===== config.mk =====
export PLATFORM = sky130hd
export DESIGN_NAME = instr_mem_loader
export DESIGN_NICKNAME = d
export VERILOG_FILES = /design/src/rtl/instr_mem_loader.sv
export SDC_FILE = /design/constraint.sdc
export NUM_CORES = 1
export LEC_CHECK = 0
export CAP_MARGIN = 20
export CORE_UTILIZATION = 52
export CTS_CLUSTER_DIAMETER = 150
export DETAILED_ROUTE_END_ITERATION = 10
export PLACE_DENSITY_LB_ADDON = 0.15
export SYNTH_ARGS = -nofsm -noshare
export SYNTH_HDL_FRONTEND = slang
export SYNTH_SLANG_ARGS = --single-unit
export TNS_END_PERCENT = 50

===== constraint.sdc =====
create_clock -name clk -period 2.27 [get_ports clk]
set_clock_uncertainty 0.1 [all_clocks]
set_input_delay 0.454 -clock clk [delete_from_list [all_inputs] [get_ports clk]]
set_output_delay 0.454 -clock clk [all_outputs]
set_load 0.01 [all_outputs]

===== src/rtl/instr_mem_loader.sv =====
// instr_mem_loader: loads a length/words/checksum byte image into instruction memory while holding the CPU in reset
module instr_mem_loader #(
   parameter int ADDR_W = 7
) (
   input  logic              clk,
   input  logic              rst_n,
   input  logic              start,
   input  logic [7:0]        rx_data,
   input  logic              rx_valid,
   output logic              rx_ready,
   output logic              mem_wren,
   output logic [ADDR_W-1:0] mem_addr,
   output logic [31:0]       mem_data,
   output logic              cpu_rst_n,
   output logic              busy,
   output logic              done,
   output logic              err,
   output logic [ADDR_W:0]   words_loaded
);
   typedef enum logic [2:0] {IDLE, LEN_LO, LEN_HI, DATA, WRITE, CSUM, DONE, ERR} state_t;
   localparam logic [16:0] CAP = 17'(2 ** ADDR_W);
   state_t state, state_nx;
   logic [15:0] len;
   logic [15:0] len_new;
   logic [31:0] word;
   logic [1:0] bcnt;
   logic [7:0] csum;
   logic [ADDR_W:0] wl_inc;
   logic acc, go, len_ok, last;
   assign rx_ready = state inside {LEN_LO, LEN_HI, DATA, CSUM};
   assign busy = rx_ready | (state == WRITE);
   assign acc = rx_valid & rx_ready;
   assign go = start & (state inside {IDLE, DONE, ERR});
   assign len_new = {rx_data, len[7:0]};
   assign len_ok = (len_new != 16'd0) && ({1'b0, len_new} <= CAP);
   assign wl_inc = words_loaded + 1'b1;
   assign last = 16'(wl_inc) == len;
   // write port outputs decode the state directly so an async reset kills a write at once
   assign mem_wren = state == WRITE;
   assign mem_addr = words_loaded[ADDR_W-1:0];
   assign mem_data = word;
   always_comb begin
      state_nx = state;
      case (state)
         IDLE, DONE, ERR: state_nx = go ? LEN_LO : state;
         LEN_LO:          state_nx = acc ? LEN_HI : state;
         LEN_HI:          state_nx = acc ? (len_ok ? DATA : ERR) : state;
         DATA:            state_nx = (acc && bcnt == 2'd3) ? WRITE : state;
         WRITE:           state_nx = last ? CSUM : DATA;
         CSUM:            state_nx = acc ? ((rx_data == csum) ? DONE : ERR) : state;
         default:         state_nx = IDLE;
      endcase
   end
   always_ff @(posedge clk or negedge rst_n) begin
      if (!rst_n) state <= IDLE;
      else state <= state_nx;
   end
   always_ff @(posedge clk or negedge rst_n) begin
      if (!rst_n) begin
         cpu_rst_n <= 1'b0;
         len <= '0;
         word <= '0;
         bcnt <= '0;
         csum <= '0;
         done <= 1'b0;
         err <= 1'b0;
         words_loaded <= '0;
      end else begin
         cpu_rst_n <= (state == IDLE) || (state == DONE);
         if (go) begin
            words_loaded <= '0;
            bcnt <= '0;
            csum <= '0;
            done <= 1'b0;
            err <= 1'b0;
         end
         if (acc && state == LEN_LO) len[7:0] <= rx_data;
         if (acc && state == LEN_HI) begin
            len[15:8] <= rx_data;
            err <= !len_ok;
         end
         if (acc && state == DATA) begin
            word[{bcnt, 3'b000} +: 8] <= rx_data;
            bcnt <= bcnt + 2'd1;
            csum <= csum ^ rx_data;
         end
         if (state == WRITE) words_loaded <= wl_inc;
         if (acc && state == CSUM) begin
            done <= rx_data == csum;
            err <= rx_data != csum;
         end
      end
   end
endmodule


=== After elaboration in Yosys (flattened, before gate mapping) ===
Index checks and enable logic that the tools add are counted.
W data, S select, Z words.

* Reduce and logical (&&, ||, !) cells: 18
* $lt $le $gt $ge: 1
* Bitwise operators: 4
* Shift operators: 2
* Mux-type cells: 19
* Add/sub/neg operators: 3
* Eq/ne operators: 16

{| class="wikitable"
|+ Operators by type and width
! kind !! number
|-
| $bwmux W32 || 1
|-
| $shift A8 B7 Y32 const A || 1
|-
| $shiftx A8 B7 Y32 || 1
|-
| $mux W8 || 3
|-
| $mux W3 || 7
|-
| $pmux W3 S6 || 1
|-
| $eq A8 B16 Y1 || 1
|-
| $le A16 B8 Y1 const B || 1
|-
| $reduce_bool A16 Y1 || 1
|-
| $eq A3 B3 Y1 const B || 4
|-
| $add A8 B1 Y8 const B || 1
|-
| $eq A8 B8 Y1 || 1
|-
| $ne A2 B2 Y1 const B || 4
|-
| $ne A8 B8 Y1 || 1
|-
| $xor A8 B8 Y8 || 1
|-
| $neg A5 Y7 || 1
|-
| $eq A3 B2 Y1 const B || 2
|-
| $logic_and A1 B1 Y1 || 6
|-
| $reduce_bool A2 Y1 || 3
|-
| $reduce_bool A3 Y1 || 2
|-
| $mux W1 || 5
|-
| $reduce_and A5 Y1 || 1
|-
| $mux W2 || 2
|-
| $reduce_bool A4 Y1 || 1
|-
| 10 further kinds || 11
|}

* Register bits: 72
* Output and inout port bits: 53
* Word-level logic and storage cells: 73

=== Longest topological paths before layout ===
Gate-level depths: netlist of run 1.

* Word-level depth: 6
* Gate-level depth with buffers: 7
* Gate-level depth less buffers: 6

=== Least setup slack after synthesis of run 1 ===
OpenSTA, ideal clock, no wires.

* Path type: flip-flop to flip-flop
* Start: reg words_loaded[0]
* End: reg state[1]
* Arrival time: 1.688 ns
* Cell stages (with the launch flop): 6
* Slack: 0.362 ns
* Setup time: 0.121 ns
* Required time: 2.049 ns
* Path through: dfrtp_1 > ha_1 > maj3_1 > a211oi_1 > o2111ai_1 > a41o_1

* Cells in the longest elaborated chain, start to end: 4

{| class="wikitable"
|+ Ends and longest elaborated chain
! item !! RTL line !! source
|-
| from (decl) || 18 || <nowiki>output logic [ADDR_W:0] words_loaded</nowiki>
|-
| from (signal assigned) || 87 || <nowiki>if (state == WRITE) words_loaded <= wl_inc;</nowiki>
|-
| $add A8 B1 Y8 || 36 || <nowiki>assign wl_inc = words_loaded + 1'b1;</nowiki>
|-
| $eq A8 B16 Y1 || 37 || <nowiki>assign last = 16'(wl_inc) == len;</nowiki>
|-
| $mux W3 || 49 || <nowiki>WRITE: state_nx = last ? CSUM : DATA;</nowiki>
|-
| $pmux W3 S6 || 44 || <nowiki>case (state)</nowiki>
|-
| to (signal assigned) || 56 || <nowiki>else state <= state_nx;</nowiki>
|-
| to (decl) || 22 || <nowiki>state_t state, state_nx;</nowiki>
|}

No other way between the ends.
A chain may end at the register's enable or synchronous reset.

=== Worst setup path in the final report of run 1 ===
* Start: reg words_loaded[1]
* End: reg state[1]

Same word-level chain as after synthesis.

==> results of run 1 <==
## registers in the layout, summed over array words and instances, names as in the netlist
signal and cells:
mem_data 32, bcnt 2, len 16, done 1
err 1, cpu_rst_n 1, state 3, words_loaded 8
csum 8
## layout make-up
class                   instances  share of cell area [%]
flip-flops and latches         72                    39.0
multi-input cells             279                    34.7
repair buffers                 97                    19.7
clock buffers                  12                    3.35
well taps                      77                    2.08
inverters                      10                   0.812
clock inverters                 3                   0.379
## how the worst max path moves through the flow
stage                     slack (ns)  cells after the start                    to
final                           0.19                      6  state[1]$_DFFE_PN0P_
after detailed placement       -0.12                      7  state[0]$_DFFE_PN0P_
after CTS                       0.01                      3                  busy
after floorplan                 0.36                      5  state[1]$_DFFE_PN0P_
after global placement         -0.11                      7  state[0]$_DFFE_PN0P_
after global routing            0.09                      6  state[1]$_DFFE_PN0P_
## stage by stage
stage / setup WS (ns) / hold slack [ns] / util [%] / cells
6_report: 0.188 / 0.0244 / 71.2 / 550
5_1_grt: 0.0928 / 0.0593 / 71.2 / 550
4_1_cts: 0.0144 / 0.0404 / 71.0 / 550
3_5_place_dp: -0.124 / 0.370 / 68.3 / 535
3_3_place_gp: -0.107 / 0.362 / 68.3 / 535
2_1_floorplan: 0.362 / 0.0584 / - / 390
## repair_timing
action,in CTS,in global routing
gates resized for setup,3,4
hold buffers,0,0
pin swaps,0,0
setup endpoints to repair,1,2
## kinds of logic after synthesis
logic type	synth area share, %
compound gates	13.8
flops	50.2
fa+ha+maj	2.37
simple gates	20.2
buf+inv	5.44
mux	5.02
xor+xnor	2.93
## power by group through the flow
stage	combinational, uW	clock, uW	sequential, uW
3_3_place_gp	2070	0	2030
4_1_cts	2130	929	2040
2_1_floorplan	1180	0	2070
5_1_grt	2360	972	2100
3_5_place_dp	2120	0	2050
6_report	2120	914	2040
## cell usage in the layout, fill, tap and decap left out, types with 10 or more instances in the layout
cell type,instances
buf_4,31
clkbuf_8,11
clkdlybuf4s50_1,60
dfrtp_1,71
inv_1,10
mux2_2,16
nand2_1,81
nand2b_1,13
nor2_1,23
o21ai_0,61
## metal layers
metal	routed length [um]	part of all wire [%]
met1	3990	47
met2	3940	46
met3	518	6.1
met4	112	1.3
met5	0	0
==> impl_metrics.tcl, run 1 <==
set metrics [dict create \
    synth_top_area_share_pct 50.2 \
    yosysMostFrequentCell "nand2_1" \
    use_met2_pct 38.9 \
    grtUsageTotal_pct 25.8 \
    die_h_um 85.0 \
    cp-startpoint "words_loaded[1]$_DFFE_PN0P_" \
    async_flop_share_pct 100 \
    dieArea_um2 7230 \
    fin_crit_sh_pct 91.7 \
    globalRoute.busiestLayer "met2" \
    initial_utilization_pct 55.2 \
    core_um2 6490 \
    pwr-share-clk_pct 18.0 \
    cts-root-buf "clkbuf_8" \
    grt_use_met3_pct 3.60 \
    fmax_ghz 0.480 \
    worstPathArrival_ns 2.22 \
    crit_type "register to register" \
    wl_per_cell_um 15.6 \
    path_max_fanout 6 \
    p_leak_uw 0.00199 \
    synthCells 390 \
    grt_overflow 0 \
    power_uw 5080 \
    pwr-share-seq_pct 40.2 \
    portBuffers 64 \
    status "finished clean" \
    synth-edff-count 0 \
    cts_max_path_buffers 2 \
    power.density_nw_per_um2 1100 \
    cap_violations 0 \
    wirelength_um 8560 \
    crit_chain "ha_1 -> and3_1 -> o211ai_1 -> a211oi_1 -> o2111ai_1 -> a41o_1" \
    min_period_ns 2.08 \
    yosys_warnings 0 \
    p_sw_share_pct 36.2 \
    dr.pass1.iters 4 \
    grt_max_degree 73 \
    grt_pass1_vias 2890 \
    synthTopCellsByArea "dfrtp_1 50%, o21ai_0 8.5%, nand2_1 8.5%" \
    drtIter0Drc 205 \
    ys_types 45 \
    drc 0 \
    max_stage_delay_ns 0.44 \
    worst_pin_slew_ns 0.558 \
    place_area_um2 4430 \
    multi_input_area_um2 1600 \
    endpoint_kind "register" \
    min_path_type "input port to asynchronous set/reset pin" \
    gp_congestion 0.838 \
    drive_gt1_share_pct 14.8 \
    synth_area_um2 3590 \
    setup_viol 0 \
    viasPerCell 5.47 \
    rr_endpoint "state[1]$_DFFE_PN0P_" \
    critPathLaunchType "register" \
    clk_pin_slew_ns 0.08 \
    intPower_uw 3240 \
    clkLatencyLatePin_ns 0.34 \
    antenna_cells 0 \
    regArea_um2 1800 \
    rows 29 \
    ant_nets 0 \
    cts_tree "yes" \
    dr_total_vias 3007 \
    cts_buffers 9 \
    cp_slowest_cell "dfrtp_1" \
    finalSetupTns_ns 0 \
    post-cts-setup-buffer-count 0 \
    ys_top_cells_by_count "81 x nand2_1, 72 x dfrtp_1, 61 x o21ai_0" \
    r2r_setup_slack_ns 0.19 \
    slew_headroom_pct 62.6 \
    ys.flop_type "dfrtp_1" \
    crit_buf_inv 0 \
    seq_area_frac_synth_pct 50.2 \
    grt_pass1_wl_um 14500 \
    numClockSinks 72 \
    dpl.hpwl_um 6120 \
    hold_viol_final 0 \
    synth-seq-cells 72 \
    worstPathRequired_ns 2.41 \
    r2r-start "words_loaded[1]$_DFFE_PN0P_" \
    drv_slew 0 \
    layout.nets 487 \
    yosys.area.top_type "dfrtp_1" \
    irDropWorstVdd_v 0.000579 \
    ctsHtreeMaxLevel 3 \
    ff2ff_path_depth 6 \
    p_sw_uw 1840 \
    syn_to_final_growth_pct 29.0 \
    chipWidth_um 85.0 \
    met1_usage_pct 37.4 \
    critPathTopFamily "compound AO/OA/AOI/OAI gates" \
    rsz0062_at_grt "no" \
    syn_nets 408 \
    design_area_um2 4620 \
    postSynthAreaPerCell_um2 9.19 \
    fill_cells 490 \
    antenna_found_initial 0 \
    p_comb_share_pct 41.8 \
    ioPinCount 65 \
]
No activity file was read; power rests on OpenSTA's default activity.
==> run 2: changes to the inputs <==
PLACE_DENSITY_LB_ADDON = 0.3   (was 0.15)
==> run 2 against run 1 <==
  * Hold slack improved by 0.016 ns
  * Non-clock buffer count did not move
  * Setup slack got worse by 0.13 ns
  * Combinational power is essentially flat
  * Flip-flop and latch count unchanged
  * First-iteration DRC count is 5.9% lower
  * Critical path depth decreased by 2
  * Via count is 0.53% higher
  * Total power grew 2.3%
  * Critical path type is now register to output pin
  * Largest power group unchanged
==> impl_metrics.tcl, run 2 (same netlist as run 1, synthesis figures left out) <==
set metrics [dict create \
    status "finished clean" \
    drive_gt1_share_pct 14.8 \
    die_h_um 85.0 \
    post-route-util_pct 71.2 \
    p_leak_uw 0.00199 \
    min_period_ns 2.21 \
    crit_chain "buf_4 -> nor3_2 -> nor2_1 -> clkdlybuf4s50_1" \
    wl_per_cell_um 15.4 \
    slew_headroom_pct 65.4 \
    largest_reg_flops 32 \
    clk_pin_slew_ns 0.08 \
    grt_max_degree 38 \
    grt_pass1_wl_um 14000 \
    rows 29 \
    grt_pass1_vias 2881 \
    cts_buffers 9 \
    antenna_cells 0 \
    fin_crit_sh_pct 97.5 \
    antenna_found_initial 0 \
    drtIter0Drc 193 \
    ant_nets 0 \
    drc 0 \
    final_common_cell "nand2_1" \
    irDropWorstVdd_v 0.000649 \
    critPathLaunchType "register" \
    max_stage_delay_ns 0.48 \
    fmax_ghz 0.452 \
    finalNonFillerCells 551 \
    critPathTopFamily "buffers and inverters" \
    viasPerCell 5.49 \
    layout.nets 487 \
    power_uw 5200 \
    cts-root-buf "clkbuf_8" \
    chipWidth_um 85.0 \
    grt_overflow 0 \
    initial_utilization_pct 55.2 \
    place_area_um2 4420 \
    holdBufCountCts 0 \
    ctsHtreeMaxLevel 3 \
    power.density_nw_per_um2 1120 \
    path_max_fanout 13 \
    dieArea_um2 7230 \
    drv_slew 0 \
    dr.pass1.iters 4 \
    core_um2 6490 \
    wirelength_um 8480 \
    crit_buf_inv 2 \
    syn_to_final_growth_pct 29.0 \
    design_area_um2 4630 \
    grtUsageTotal_pct 25.2 \
    setup_viol 0 \
    dr_total_vias 3023 \
    cp_slowest_cell "clkdlybuf4s50_1" \
    hold_viol_final 0 \
    gp_congestion 0.850 \
    numClockSinks 72 \
    portBuffers 64 \
    crit_type "register to output pin" \
    rsz0062_at_grt "yes" \
    worstPathArrival_ns 1.66 \
    final_cell_mix "81 x nand2_1, 72 x dfrtp_1, 62 x clkdlybuf4s50_1" \
    worstPathRequired_ns 1.72 \
    cts_max_path_buffers 2 \
    dpl.hpwl_um 6300 \
    endpoint_kind "output pin" \
    worst_pin_slew_ns 0.513 \
    min_path_type "input port to asynchronous set/reset pin" \
    cts_tree "yes" \
    cap_violations 0 \
    dp.cells 535 \
    clkLatencyLatePin_ns 0.35 \
    fill_cells 516 \
    ioPinCount 65 \
]
-- run 2: through the flow --
step / setup TNS, ns / hold WS, ns / setup WS [ns]
6_report: 0 / 0.0404 / 0.0559
5_1_grt: -0.0393 / 0.0560 / -0.0393
4_1_cts: 0 / 0.0460 / 0.0196
3_5_place_dp: -0.0743 / 0.369 / -0.0743
3_3_place_gp: -0.0682 / 0.360 / -0.0682
2_1_floorplan: 0 / 0.0584 / 0.362
-- run 2: worst paths after layout --
| path | startpoint | to | slack (ns) | cells past startpoint |
|---|---|---|---|---|
| setup / recovery | state[0]$_DFFE_PN0P_ | busy | 0.06 | 4 |
| hold / removal | rst_n | mem_data[4]$_DFFE_PN0P_ | 0.04 | 2 |
| setup reg to reg | words_loaded[1]$_DFFE_PN0P_ | state[1]$_DFFE_PN0P_ | 0.25 | 5 |
| hold reg to reg | mem_data[31]$_DFFE_PN0P_ | mem_data[31]$_DFFE_PN0P_ | 0.38 | 2 |
| max in group asynchronous | rst_n | state[0]$_DFFE_PN0P_ | 1.69 | 2 |
| min in group clk | mem_data[31]$_DFFE_PN0P_ | mem_data[31]$_DFFE_PN0P_ | 0.38 | 2 |
-- run 2: timing repair --
item	in CTS	in global routing
gates resized for setup	2	1
cloned	0	0
endpoints found under the setup margin	1	2
buffers inserted	0	0
-- run 2: layout make-up --
type | instances | area [um^2] | area share [%]
Sequential cell | 72 | 1800 | 38.9
Multi-Input combinational cell | 279 | 1600 | 34.5
Timing Repair Buffer | 97 | 898 | 19.4
Clock buffer | 10 | 128 | 2.76
Tap cell | 77 | 96.3 | 2.08
Clock inverter | 6 | 68.8 | 1.49
Inverter | 10 | 37.5 | 0.811
-- run 2: power breakdown --
| group | total, uW | switching (uW) | internal (uW) |
|---|---|---|---|
| Combinational | 2150 | 1070 | 1080 |
| Sequential | 2030 | 315 | 1710 |
| Clock | 1010 | 499 | 514 |
-- run 2: per-layer routing --
| metal | GRT usage [%] | wire length [um] |
|---|---|---|
| met1 | 32.2 | 3710 |
| met2 | 43.0 | 4340 |
| met3 | 5.84 | 397 |
| met4 | 6.78 | 32 |
| met5 | 0 | 0 |
